$ cat config.mk
export PLATFORM = sky130hd
export DESIGN_NAME = int_mul_pipe_flat
export DESIGN_NICKNAME = d
export VERILOG_FILES = /design/src/rtl/int_mul_pipe_if.sv /design/src/rtl/int_mul_pipe.sv /design/src/flat_wrapper.sv
export SDC_FILE = /design/constraint.sdc
export NUM_CORES = 2
export LEC_CHECK = 0
export ABC_AREA = 1
export BUFFER_PORTS_ARGS = -buffer_cell sky130_fd_sc_hd__buf_2
export CORE_UTILIZATION = 30
export DETAILED_ROUTE_END_ITERATION = 12
export GPL_ROUTABILITY_DRIVEN = 0
export HOLD_SLACK_MARGIN = 0.12
export PLACE_DENSITY = 0.46
export SLEW_MARGIN = 20
export SYNTH_ARGS = -nofsm -noshare
export SYNTH_HDL_FRONTEND = slang
export SYNTH_SLANG_ARGS = --single-unit
$ cat constraint.sdc
create_clock -name clk -period 11.2 [get_ports clk]
set_input_delay 0.56 -clock clk [delete_from_list [all_inputs] [get_ports clk]]
set_output_delay 0.56 -clock clk [all_outputs]
set_load 0.01 [all_outputs]
$ cat src/rtl/int_mul_pipe_if.sv
// Request/response bundle between the execute stage and the pipelined multiplier.
// in_op carries the 4-bit alu_t encoding; master is the issuing stage, slave is the unit.
interface int_mul_pipe_if #(
  parameter int XLEN  = 32,
  parameter int TAG_W = 5
);
  logic             in_valid;
  logic             in_ready;
  logic [3:0]       in_op;
  logic [XLEN-1:0]  in_rs1;
  logic [XLEN-1:0]  in_rs2;
  logic [TAG_W-1:0] in_tag;
  logic             flush;
  logic             out_valid;
  logic             out_ready;
  logic [XLEN-1:0]  out_result;
  logic [TAG_W-1:0] out_tag;
  logic             out_illegal;
  logic             busy;

  modport master (
    output in_valid, in_op, in_rs1, in_rs2, in_tag, flush, out_ready,
    input  in_ready, out_valid, out_result, out_tag, out_illegal, busy
  );

  modport slave (
    input  in_valid, in_op, in_rs1, in_rs2, in_tag, flush, out_ready,
    output in_ready, out_valid, out_result, out_tag, out_illegal, busy
  );
endinterface

$ cat src/rtl/int_mul_pipe.sv
// Pipelined RV32/RV64 M-extension multiplier (MUL/MULH/MULHU/MULHSU) with valid/ready,
// tag passthrough and flush. XLEN is 32 or 64, STAGES is 1..6.
module int_mul_pipe #(
  parameter int XLEN   = 32,
  parameter int STAGES = 3,
  parameter int TAG_W  = 5
) (
  input  logic           clk,
  input  logic           rst_n,
  int_mul_pipe_if.slave  bus
);

  // alu_t encodings of the M-extension ops: bit 3 marks M, low bits are funct3.
  localparam logic [3:0] ALU_MUL    = 4'h8;
  localparam logic [3:0] ALU_MULH   = 4'h9;
  localparam logic [3:0] ALU_MULHSU = 4'hA;
  localparam logic [3:0] ALU_MULHU  = 4'hB;

  localparam logic [XLEN-1:0] ILLEGAL_WORD = {(XLEN/32){32'hDEADBEEF}};

  logic              w_adv;
  logic              w_fire;
  logic              w_legal;
  logic              w_sext_a;
  logic              w_sext_b;
  logic              w_sel_hi;
  logic [2*XLEN-1:0] w_opa;
  logic [2*XLEN-1:0] w_opb;
  logic [2*XLEN-1:0] w_prod;
  logic [XLEN-1:0]   w_res;

  logic [STAGES-1:0] r_valid;
  logic [STAGES-1:0] r_illegal;
  logic [XLEN-1:0]   r_res [STAGES];
  logic [TAG_W-1:0]  r_tag [STAGES];

  always_comb begin
    // NOTE: every output of this block gets a default first so no path leaves it unassigned (no latch).
    w_legal  = 1'b1;
    w_sext_a = 1'b0;
    w_sext_b = 1'b0;
    w_sel_hi = 1'b1;
    case (bus.in_op)
      ALU_MUL: begin
        w_sext_a = 1'b1;
        w_sext_b = 1'b1;
        w_sel_hi = 1'b0;
      end
      ALU_MULH: begin
        w_sext_a = 1'b1;
        w_sext_b = 1'b1;
      end
      ALU_MULHSU: w_sext_a = 1'b1;
      ALU_MULHU:  w_sext_a = 1'b0;
      default:    w_legal  = 1'b0;
    endcase
  end

  // Extending both operands to 2*XLEN makes one unsigned multiply correct modulo 2^(2*XLEN)
  // for every signedness mix; trailing stages give synthesis room to retime the array.
  assign w_opa  = {{XLEN{w_sext_a & bus.in_rs1[XLEN-1]}}, bus.in_rs1};
  assign w_opb  = {{XLEN{w_sext_b & bus.in_rs2[XLEN-1]}}, bus.in_rs2};
  assign w_prod = w_opa * w_opb;

  assign w_res = !w_legal ? ILLEGAL_WORD
               : w_sel_hi ? w_prod[2*XLEN-1:XLEN]
               :            w_prod[XLEN-1:0];

  assign w_adv  = !r_valid[STAGES-1] || bus.out_ready;
  assign w_fire = bus.in_valid && w_adv && !bus.flush;

  always_ff @(posedge clk) begin
    // NOTE: sequential state uses non-blocking assignments so every stage samples pre-edge values.
    if (!rst_n) begin
      r_valid   <= '0;
      r_illegal <= '0;
      // NOTE: the data registers are reset too, since out_result and out_tag must read zero after reset.
      for (int k = 0; k < STAGES; k++) begin
        r_res[k] <= '0;
        r_tag[k] <= '0;
      end
    end else if (bus.flush) begin
      r_valid <= '0;
    end else if (w_adv) begin
      r_valid[0] <= w_fire;
      if (w_fire) begin
        r_res[0]     <= w_res;
        r_tag[0]     <= bus.in_tag;
        r_illegal[0] <= !w_legal;
      end
      for (int k = 1; k < STAGES; k++) begin
        r_valid[k]   <= r_valid[k-1];
        r_illegal[k] <= r_illegal[k-1];
        r_res[k]     <= r_res[k-1];
        r_tag[k]     <= r_tag[k-1];
      end
    end
  end

  assign bus.in_ready    = w_adv && !bus.flush;
  assign bus.out_valid   = r_valid[STAGES-1];
  assign bus.out_result  = r_res[STAGES-1];
  assign bus.out_tag     = r_tag[STAGES-1];
  assign bus.out_illegal = r_illegal[STAGES-1];
  assign bus.busy        = |r_valid;

endmodule
$ cat src/flat_wrapper.sv
// flat-port wrapper written by rule: the top's interface ports become plain ports
module int_mul_pipe_flat 
#(
  parameter int XLEN   = 32,
  parameter int STAGES = 3,
  parameter int TAG_W  = 5
)
  (clk, rst_n, bus_in_valid, bus_in_op, bus_in_rs1, bus_in_rs2, bus_in_tag, bus_flush, bus_out_ready, bus_in_ready, bus_out_valid, bus_out_result, bus_out_tag, bus_out_illegal, bus_busy);
  int_mul_pipe_if #(.XLEN(XLEN), .TAG_W(TAG_W)) bus_i ();
  input  logic clk;
  input  logic rst_n;
  input wire logic [$bits(bus_i.in_valid)-1:0] bus_in_valid;
  input wire logic [$bits(bus_i.in_op)-1:0] bus_in_op;
  input wire logic [$bits(bus_i.in_rs1)-1:0] bus_in_rs1;
  input wire logic [$bits(bus_i.in_rs2)-1:0] bus_in_rs2;
  input wire logic [$bits(bus_i.in_tag)-1:0] bus_in_tag;
  input wire logic [$bits(bus_i.flush)-1:0] bus_flush;
  input wire logic [$bits(bus_i.out_ready)-1:0] bus_out_ready;
  output wire logic [$bits(bus_i.in_ready)-1:0] bus_in_ready;
  output wire logic [$bits(bus_i.out_valid)-1:0] bus_out_valid;
  output wire logic [$bits(bus_i.out_result)-1:0] bus_out_result;
  output wire logic [$bits(bus_i.out_tag)-1:0] bus_out_tag;
  output wire logic [$bits(bus_i.out_illegal)-1:0] bus_out_illegal;
  output wire logic [$bits(bus_i.busy)-1:0] bus_busy;
  assign bus_i.in_valid = bus_in_valid;
  assign bus_i.in_op = bus_in_op;
  assign bus_i.in_rs1 = bus_in_rs1;
  assign bus_i.in_rs2 = bus_in_rs2;
  assign bus_i.in_tag = bus_in_tag;
  assign bus_i.flush = bus_flush;
  assign bus_i.out_ready = bus_out_ready;
  assign bus_in_ready = bus_i.in_ready;
  assign bus_out_valid = bus_i.out_valid;
  assign bus_out_result = bus_i.out_result;
  assign bus_out_tag = bus_i.out_tag;
  assign bus_out_illegal = bus_i.out_illegal;
  assign bus_busy = bus_i.busy;
  int_mul_pipe #(.XLEN(XLEN), .STAGES(STAGES), .TAG_W(TAG_W)) u_core (.clk(clk), .rst_n(rst_n), .bus(bus_i));
endmodule
==> impl_metrics.csv <==
group,metric,value,unit
setup_path,reg2reg_slack,8670,ps
finish,drive_above_1_share,0.0428,
clock_network,cts-root-buf,"clkbuf_16",
finish,fin_util,0.320,
drt,num_vias,33139,
placement,placed_area,46700,sq um
synth,syn_area_per_cell,8.18,sq um
finish,num-fill-cells,15997,
floorplan,die_w,388,microns
synth,syn_area,44700,sq um
setup_path,crit_start,"bus_in_op[3]",
clock_network,cts_made_buffers,17,
timing,rsz0062_at_grt,"no",
drt,routed_via_density,4.55,
setup_path,cp_common_cell,"inv_1",
global_routing,track_usage,0.189,
clock_network,clkSinkCount,117,
status,run_status,"finished, final reports clean",
synth,synthFlopType,"edfxtp_1",
synth,synthCells,5459,
clock_network,cts-resized-gates,0,
synth,synth.most_common_cell,"inv_1",
timing,final-hold-violation-count,0,
floorplan,core.rowCount,141,
setup_path,cp-start-kind,"primary input",
floorplan,initial_core_util,0.302,
synth,synth_area_leaders,"fa_1 50%, inv_1 14%, nand2_1 11%",
timing,max_freq,114,MHz
drt,ant_nets,0,
placement,dp_cells,7251,
timing,setup_viol,0,
timing,min_period,8740,ps
synth,synth_cell_types,44,
timing,maxSlewHeadroom,0.291,
synth,synth_top_area_cell,"fa_1",
timing,tns,0,ps
clock_network,clkTransAtPathRegs,60,ps
floorplan,dieArea,150000,sq um
setup_path,worstSetupPathType,"in -> reg",
floorplan,fp.dieH,388,microns
setup_path,critPathRequiredTime,11360,ps
global_routing,grt_pass1_wl,219,mm
clock_network,postCtsSetupRepairBufs,0,
setup_path,slowest_stage,"fa_1",
clock_network,postCtsHoldBufs,0,
synth,ys_warn_count,0,
drt,wl,137,mm
clock_network,htree_levels,4,
clock_network,clock_path_buffers,2,
setup_path,reg2reg_to,"u_core.r_res[0][49]",
setup_path,critPathMaxStageDelay,820,ps
finish,final_design_area_no_fill,47300,sq um
synth,synth-seq-area-share,0.0773,
clock_network,insertion_delay,430,ps
finish,final_net_count,6755,
drt,drc,0,
synth,syn_nets,6874,
finish,syn_to_final_growth,5.91,%
timing,fin_skew,9.32,ps
clock_network,cts_tree,"done",
timing,tightest_slew,1060,ps
floorplan,core_area,148000,sq um
hold_path,hp-class,"in -> reg",
timing,fin_crit_sh,0.780,
job,cap_violations,0,
drt,drt_first_iter_violations,1965,
global_routing,antenna_found_initial,8,
synth,yosys.area.top_type_share,0.504,
floorplan,io_pins,119,
drt,first_pass_iters,6,
setup_path,end_kind,"flop",
setup_path,endpoint,"u_core.r_res[0][22]",
synth,synth_seq_cells,117,
global_routing,grt_pass1_vias,36788,
global_routing,grt_max_degree,76,
synth,synth-edff-count,111,
setup_path,reg2regPathDepth,8,
setup_path,crit_arrival,8900,ps
placement,place_hpwl,114,mm
synth,synthArstFlopShare,0,
drt,wl_per_cell,18.8,microns
synth,synth_commonest_cells,"1686 x inv_1, 1304 x nand2_1, 1125 x fa_1, 268 x nor2_1, 251 x clkbuf_1",
timing,maxSlewViolCount,0,
setup_path,crit-reg2reg-launch,"u_core.r_valid[2]",
setup_path,critPathMaxFanout,15,
placement,portBuffers,118,
global_routing,overflow,0,
finish,stdcell_count,7285,
-- logic make-up (layout without fill, tap and decap cells) --
group	count (synthesis)	in the layout	synth area share
other	0	2	0
adders and majority gates	1337	1337	0.564
DFF	117	117	0.0773
AOI/OAI and AO/OA	259	259	0.0310
xor gates and xnor gates	18	18	0.00353
and+or+nand+nor	1742	1742	0.154
buffers and inverters	1986	1880	0.170
-- layout by cell type (no fill, tap or decap), types with 5 or more instances in the layout --
cell          n
inv_1      1686
nand2_1    1303
fa_1       1124
nor2_1      268
ha_1        212
a21oi_1     134
buf_2       118
edfxtp_1    111
nand3_1      86
o21ai_0      82
buf_4        42
nand4_1      23
clkbuf_16    17
nor3_1       15
or2_2        12
o21bai_1     11
a31oi_1      10
xor2_1       10
nand3b_1      9
nand2_2       8
xnor2_1       8
dfxtp_1       6
o21ai_1       5
o21a_1        5
inv_6         5
-- how the worst min path moves through the flow --
stage	slack [ps]	end	startpoint	cells after the start
after global routing	390	u_core.r_valid[1]	bus_out_ready	3
after global placement	450	u_core.r_illegal[0]	u_core.r_illegal[0]	2
after CTS	370	u_core.r_valid[1]	bus_out_ready	3
after floorplan	430	u_core.r_illegal[0]	u_core.r_illegal[0]	2
final	390	u_core.r_valid[1]	bus_out_ready	3
after detailed placement	450	u_core.r_illegal[0]	u_core.r_illegal[0]	2
-- layer usage --
layer	part of all wire	vias to the layer above	track usage
met4	0.014	10	0.0267
met3	0.042	124	0.0154
met5	0.00039	-	0
li1	-	14980	-
met1	0.47	17266	0.272
met2	0.47	759	0.316
-- sequential cells by signal (all words and copies together) (netlist names) --
| signal | count |
|---|---|
| u_core.r_res | 96 |
| u_core.r_illegal | 3 |
| u_core.r_valid | 3 |
| u_core.r_tag | 15 |
-- stage by stage --
stage	setup slack [ps]	hold WS, ps
finish	2460	391
global route	1840	390
CTS	2240	367
detailed placement	1810	445
global placement	1860	450
floorplan	3090	430
-- area by class of cell --
class                           count  area, sq um  share of cell area
Inverter                         1688         6340               0.134
Sequential cell                   117         3450              0.0730
Multi-Input combinational cell   3356        33600               0.711
Antenna cell                        2         5.00            0.000106
Timing Repair Buffer              160          906              0.0191
Clock inverter                     14          144             0.00304
Clock buffer                       18          429             0.00907
Tap cell                         1930         2410              0.0510
-- worst max-delay path, delay by kind of cell --
| family | cells | cell delay, ps |
|---|---|---|
| buffers and inverters | 10 | 1650 |
| AO/OA/AOI/OAI | 2 | 190 |
| AND/OR/NAND/NOR | 10 | 1330 |
| adder cells (fa/ha/maj) | 9 | 5110 |
Power is not shown: default switching activity piles up to over one toggle a cycle in this logic, so the estimate is an artifact.
